## config.mk

```make
export PLATFORM = sky130hd
export DESIGN_NAME = quad_velocity
export DESIGN_NICKNAME = d
export VERILOG_FILES = /design/src/rtl/quad_velocity.sv
export SDC_FILE = /design/constraint.sdc
export NUM_CORES = 1
export LEC_CHECK = 0
export CORE_MARGIN = 2
export CORE_UTILIZATION = 35
export DETAILED_ROUTE_END_ITERATION = 10
export GPL_TIMING_DRIVEN = 0
export PLACE_DENSITY_LB_ADDON = 0.08
export SLEW_MARGIN = 30
export SYNTH_ARGS = -nofsm -noshare
export SYNTH_HDL_FRONTEND = slang
export SYNTH_SLANG_ARGS = --single-unit
```

## constraint.sdc

```tcl
create_clock -name clk -period 5.9 [get_ports clk]
set_input_delay 1.77 -clock clk [delete_from_list [all_inputs] [get_ports clk]]
set_output_delay 1.77 -clock clk [all_outputs]
set_load 0.1 [all_outputs]
```

## src/rtl/quad_velocity.sv

```systemverilog
// -----------------------------------------------------------------------------
// quad_velocity
//
// Purpose:
//   Quadrature encoder front end for the quadrature peripheral. Synchronizes
//   one A/B encoder pair, performs 4x decoding, keeps a wrapping position
//   count, and on every sample_pulse from the interval timer latches the signed
//   number of edges seen during the interval as a saturated speed value.
//   Illegal transitions (both channels changing at once) set a sticky error.
//
// Optional feature:
//   QUAD_VELOCITY_FILTER_EN - when defined, each synchronized channel passes
//   through a 3-cycle stability filter. Pulses shorter than 3 clk are rejected,
//   edge-to-enc_count latency grows from 3 to 6 clk and priming from 3 to 6
//   cycles.
//
// Ports:
//   clk          in   system clock
//   reset        in   synchronous, active-high reset
//   quad_a       in   encoder channel A (asynchronous)
//   quad_b       in   encoder channel B (asynchronous)
//   sample_pulse in   one-cycle strobe from the interval timer
//   err_clear    in   clears the sticky error flag
//   enc_count    out  position count, two's complement, wraps
//   speed        out  signed edges per interval, saturated
//   speed_valid  out  one-cycle strobe, speed just updated
//   dir          out  direction of last legal step (1 = forward)
//   err          out  sticky illegal-transition flag
// -----------------------------------------------------------------------------
module quad_velocity #(
  parameter int COUNT_WIDTH = 16,
  parameter int SPEED_WIDTH = 8
) (
  input  logic                   clk,
  input  logic                   reset,
  input  logic                   quad_a,
  input  logic                   quad_b,
  input  logic                   sample_pulse,
  input  logic                   err_clear,
  output logic [COUNT_WIDTH-1:0] enc_count,
  output logic [SPEED_WIDTH-1:0] speed,
  output logic                   speed_valid,
  output logic                   dir,
  output logic                   err
);

`ifdef QUAD_VELOCITY_FILTER_EN
  localparam logic [2:0] LP_PRIME = 3'd6;
`else
  localparam logic [2:0] LP_PRIME = 3'd3;
`endif

  // Speed limits expressed at accumulator-plus-one width so the comparison
  // against the unsaturated total is a plain signed compare.
  localparam logic signed [COUNT_WIDTH:0] LP_SPD_MAX =
    (COUNT_WIDTH+1)'(2**(SPEED_WIDTH-1) - 1);
  localparam logic signed [COUNT_WIDTH:0] LP_SPD_MIN = ~LP_SPD_MAX;

  // ---------------------------------------------------------------------------
  // Two-flop synchronizers
  // ---------------------------------------------------------------------------
  logic r_a_meta, r_a_sync, r_b_meta, r_b_sync;

  // NOTE: sequential state is always written with non-blocking assignments so
  // every flop samples the pre-edge value of its neighbours.
  always_ff @(posedge clk) begin
    if (reset) begin
      r_a_meta <= 1'b0;
      r_a_sync <= 1'b0;
      r_b_meta <= 1'b0;
      r_b_sync <= 1'b0;
    end else begin
      r_a_meta <= quad_a;
      r_a_sync <= r_a_meta;
      r_b_meta <= quad_b;
      r_b_sync <= r_b_meta;
    end
  end

  logic [1:0] w_cur;

`ifdef QUAD_VELOCITY_FILTER_EN
  // ---------------------------------------------------------------------------
  // Stability filter: the filtered value follows the synchronized value only
  // after it has differed for 3 consecutive samples; any return to the
  // filtered value restarts the count.
  // ---------------------------------------------------------------------------
  logic       r_a_filt, r_b_filt;
  logic [1:0] r_a_cnt, r_b_cnt;

  always_ff @(posedge clk) begin
    if (reset) begin
      r_a_filt <= 1'b0;
      r_b_filt <= 1'b0;
      r_a_cnt  <= 2'd0;
      r_b_cnt  <= 2'd0;
    end else begin
      if (r_a_sync == r_a_filt) begin
        r_a_cnt <= 2'd0;
      end else if (r_a_cnt == 2'd2) begin
        r_a_filt <= r_a_sync;
        r_a_cnt  <= 2'd0;
      end else begin
        r_a_cnt <= r_a_cnt + 2'd1;
      end

      if (r_b_sync == r_b_filt) begin
        r_b_cnt <= 2'd0;
      end else if (r_b_cnt == 2'd2) begin
        r_b_filt <= r_b_sync;
        r_b_cnt  <= 2'd0;
      end else begin
        r_b_cnt <= r_b_cnt + 2'd1;
      end
    end
  end

  assign w_cur = {r_a_filt, r_b_filt};
`else
  assign w_cur = {r_a_sync, r_b_sync};
`endif

  // ---------------------------------------------------------------------------
  // Decode
  // ---------------------------------------------------------------------------
  logic [1:0]                    r_prev;
  logic [2:0]                    r_prime_cnt;
  logic [COUNT_WIDTH-1:0]        r_count;
  logic signed [COUNT_WIDTH-1:0] r_acc;
  logic [SPEED_WIDTH-1:0]        r_speed;
  logic                          r_speed_valid;
  logic                          r_dir;
  logic                          r_err;

  logic                          w_primed;
  logic [1:0]                    w_diff;
  logic signed [1:0]             w_step;
  logic                          w_illegal;
  logic signed [COUNT_WIDTH:0]   w_step_ext;
  logic signed [COUNT_WIDTH:0]   w_total;
  logic signed [COUNT_WIDTH-1:0] w_acc_next;
  logic [SPEED_WIDTH-1:0]        w_speed_next;

  // Position of a state along the forward Gray sequence 00->10->11->01.
  // The modulo-4 difference of two positions gives the step directly:
  // 1 forward, 3 reverse, 2 illegal, 0 no change.
  function automatic logic [1:0] gray_pos(input logic [1:0] s);
    case (s)
      2'b00:   gray_pos = 2'd0;
      2'b10:   gray_pos = 2'd1;
      2'b11:   gray_pos = 2'd2;
      default: gray_pos = 2'd3;
    endcase
  endfunction

  assign w_primed = (r_prime_cnt == LP_PRIME);
  assign w_diff   = gray_pos(w_cur) - gray_pos(r_prev);

  // NOTE: every always_comb output gets a default before any branch so no
  // path leaves it unassigned and no latch is inferred.
  always_comb begin
    w_step    = 2'sd0;
    w_illegal = 1'b0;
    if (w_primed) begin
      case (w_diff)
        2'd1:    w_step    = 2'sd1;
        2'd3:    w_step    = -2'sd1;
        2'd2:    w_illegal = 1'b1;
        default: w_step    = 2'sd0;
      endcase
    end
  end

  assign w_step_ext = {{(COUNT_WIDTH-1){w_step[1]}}, w_step};
  // One guard bit makes overflow of acc + step visible in the top two bits.
  assign w_total    = {r_acc[COUNT_WIDTH-1], r_acc} + w_step_ext;

  always_comb begin
    w_acc_next = w_total[COUNT_WIDTH-1:0];
    if (w_total[COUNT_WIDTH] != w_total[COUNT_WIDTH-1]) begin
      w_acc_next = w_total[COUNT_WIDTH] ? {1'b1, {(COUNT_WIDTH-1){1'b0}}}
                                        : {1'b0, {(COUNT_WIDTH-1){1'b1}}};
    end
  end

  always_comb begin
    w_speed_next = w_total[SPEED_WIDTH-1:0];
    if (w_total > LP_SPD_MAX) begin
      w_speed_next = LP_SPD_MAX[SPEED_WIDTH-1:0];
    end else if (w_total < LP_SPD_MIN) begin
      w_speed_next = LP_SPD_MIN[SPEED_WIDTH-1:0];
    end
  end

  always_ff @(posedge clk) begin
    if (reset) begin
      r_prev        <= 2'b00;
      r_prime_cnt   <= 3'd0;
      r_count       <= '0;
      r_acc         <= '0;
      r_speed       <= '0;
      r_speed_valid <= 1'b0;
      r_dir         <= 1'b0;
      r_err         <= 1'b0;
    end else begin
      r_prev        <= w_cur;
      r_speed_valid <= sample_pulse;
      r_count       <= r_count + w_step_ext[COUNT_WIDTH-1:0];

      if (!w_primed) begin
        r_prime_cnt <= r_prime_cnt + 3'd1;
      end

      if (w_step != 2'sd0) begin
        r_dir <= ~w_step[1];
      end

      // The same-cycle step belongs to the interval being closed.
      if (sample_pulse) begin
        r_speed <= w_speed_next;
        r_acc   <= '0;
      end else begin
        r_acc   <= w_acc_next;
      end

      // Set has priority over clear.
      if (w_illegal) begin
        r_err <= 1'b1;
      end else if (err_clear) begin
        r_err <= 1'b0;
      end
    end
  end

  assign enc_count   = r_count;
  assign speed       = r_speed;
  assign speed_valid = r_speed_valid;
  assign dir         = r_dir;
  assign err         = r_err;

endmodule

```

==> flow_summary_export.csv <==
group,metric,value,unit
status,status,"finished, final reports clean",
job,timing.max_cap.violations,0,
logic_synthesis,syn-instance-count,396,
clock_tree,clock-sinks,52,
clock_tree,cts.clk_slew.worst_paths,0.09,ns
placement,dp_hpwl,6.09,mm
placement,place_inst,539,
sta,hold_violations,0,
cells_and_area,final_nets,454,
global_route,grt_pass1_wl,14.4,mm
placement,placed_area,3690,um^2
setup_path,start_kind,"flop",
clock_tree,cts_buffer_depth,2,
placement,finalWeightedCongestion,0.856,
route,drt_iter0_markers,214,
setup_path,ff2ff_path_depth,21,
setup_path,endpoint_kind,"flop",
logic_synthesis,synthArstFlopShare,0,
global_route,grt_usage,0.176,
clock_tree,cts_buffers,5,
min_path,min_path_type,"flop to flop",
logic_synthesis,synth.top_cell.area_share,0.322,
logic_synthesis,yosysTopAreaCell,"dfxtp_1",
cells_and_area,drive_gt1_frac,0.0667,
cells_and_area,final_cell_area,3810,um^2
clock_tree,clk-insertion-delay-late,0.31,ns
setup_path,required,6.09,ns
clock_tree,root_buffer,"clkbuf_8",
logic_synthesis,yosysMostFrequentCell,"dfxtp_1",
setup_path,crit_type,"flop to flop",
route,routed_wl,8.22,mm
sta,drv_slew,0,
sta,relSlewSlack,0.351,
floorplan,rows,35,
logic_synthesis,yosysSeqAreaShare,0.322,
route,ant_nets,0,
floorplan,core,9110,um^2
floorplan,start_util,0.355,
sta,grt_setup_unrepaired,"false",
logic_synthesis,ys.flop_type,"dfxtp_1",
logic_synthesis,yosys_warnings,0,
cells_and_area,area_growth,18.0,%
logic_synthesis,syn_nets,415,
clock_tree,cts_max_level,2,
cells_and_area,nFillCells,957,
power,leakage,1.44,nW
global_route,grt_pass1_vias,2967,
route,first_pass_iters,4,
floorplan,die-area,10000,um^2
clock_tree,post-cts-setup-buffer-count,0,
global_route,grt_start_max_net_pins,15,
global_route,antenna_found_initial,0,
route,detail_route.vias_per_cell,5.49,
logic_synthesis,synth.area.top_cells,"dfxtp_1 32%, xnor2_1 6.2%, ha_1 5.0%, nor2_1 4.6%, nor3_1 3.7%",
sta,setup_tns,0,ns
cells_and_area,antenna_cells,0,
min_path,hold_depth,1,
cells_and_area,multi_input_area,2040,um^2
sta,clock.fmax,183,MHz
setup_path,crit_arrival,5.66,ns
logic_synthesis,synth_edf_count,0,
floorplan,fp.dieH,100,um
sta,worst_clock_skew,0.00606,ns
sta,worst_pin_slew,0.970,ns
placement,port_buffers,32,
power,power_density,199,nW/um^2
sta,hold_slack,0.442,ns
global_route,grt_overflow,0,
route,drc,0,
floorplan,pin_count,33,
route,wl_per_cell,15.0,um
setup_path,path_max_fanout,10,
logic_synthesis,synthTopCellsByCount,"52 x dfxtp_1, 40 x nor2_1, 24 x nor3_1",
sta,period_needed,5.48,ns
floorplan,fp.dieW,100,um
cells_and_area,final_cells,546,
clock_tree,cts_tree,"yes",
logic_synthesis,ys_ff_latch,52,
power,ir_drop,0.119,mV
logic_synthesis,synth.distinct_cells,53,
logic_synthesis,avgSynthCellArea,8.15,um^2
sta,setup_viol,0,
sta,fin_crit_sh,0.928,
cells_and_area,seq_area,1040,um^2
logic_synthesis,synth.cell_area,3230,um^2
route,vias,2996,
[cell families after synthesis]
family	synth area share
AO/OA/AOI/OAI	0.181
XOR/XNOR	0.0930
adder cells (fa/ha/maj)	0.0504
flip-flops	0.322
AND/OR/NAND/NOR	0.293
buffers and inverters	0.0519
multiplexers	0.00930
[layout by cell type, fill, tap and decap left out, drive strengths merged, types with 9 or more instances in the layout]
| cell type | instances |
|---|---|
| xnor2 | 23 |
| nor3 | 25 |
| nor2 | 40 |
| buf | 10 |
| ha | 13 |
| nand4 | 13 |
| nor4 | 12 |
| dfxtp | 52 |
| nand2 | 24 |
| nor2b | 9 |
| inv | 13 |
| nand3 | 11 |
| or4 | 11 |
| clkbuf | 25 |
| a21oi | 15 |
| or3 | 9 |
| clkdlybuf4s50 | 32 |
[what timing repair did]
| item | in CTS | in global routing |
|---|---|---|
| endpoints found under the setup margin | 6 | 17 |
| gates resized for setup | 1 | 8 |
| hold buffers | 0 | 0 |
[registers in the layout (all words and copies together) (netlist names), 2 cells and up]
name	count
r_acc	16
speed	8
r_prev	2
enc_count	16
r_prime_cnt	3
[worst max-delay path, cell delays in order, from the launching register on]
cell,delay [ns]
dfxtp_1,0.35
inv_1,0.06
ha_1,0.29
ha_1,0.30
nand2b_1,0.12
buf_2,0.26
inv_1,0.13
nand2_2,0.22
buf_2,0.26
clkbuf_4,0.25
xnor2_1,0.09
ha_1,0.29
or4_1,0.52
or3_1,0.36
a211oi_2,0.25
a211oi_2,0.09
nor2_1,0.13
nand4_1,0.09
or4_1,0.50
buf_2,0.17
nor3b_1,0.13
or4_1,0.50
[layout make-up]
class,instances,area share
multi-input combinational,302,0.535
sequential,52,0.273
timing repair buffer,32,0.0841
tap,111,0.0365
buffer,28,0.0322
clock buffer,7,0.0253
inverter,14,0.0138
[stage by stage]
stage	power, mW	setup slack, ns	util
4_1_cts	0.766	0.0121	0.416
2_1_floorplan	0.501	0.921	-
3_5_place_dp	0.541	-0.122	0.405
3_3_place_gp	0.540	-0.120	0.405
5_1_grt	0.793	0.0125	0.418
6_report	0.757	0.424	0.418
[report_power, final]
part           total [mW]  internal, mW  switching [mW]
Sequential          0.375         0.366         0.00918
Combinational       0.158        0.0505           0.108
Clock               0.224         0.105           0.119
[routing by layer]
metal  track usage  vias up  routed length, um
met4        0.0421        0                 73
met1         0.232     1375               3830
met5             0        -                  0
li1              -     1523                  -
met2         0.301       89               3920
met3        0.0272        9                397
[final timing paths]
path,start,endpoint,slack (ns)
worst max-delay path,r_a_sync,speed[6],0.42
worst min-delay path,r_a_meta,r_a_sync,0.44
worst max register to register,r_a_sync,speed[6],0.42
worst min register to register,r_a_meta,r_a_sync,0.44
(Power assumes the default switching activity.)
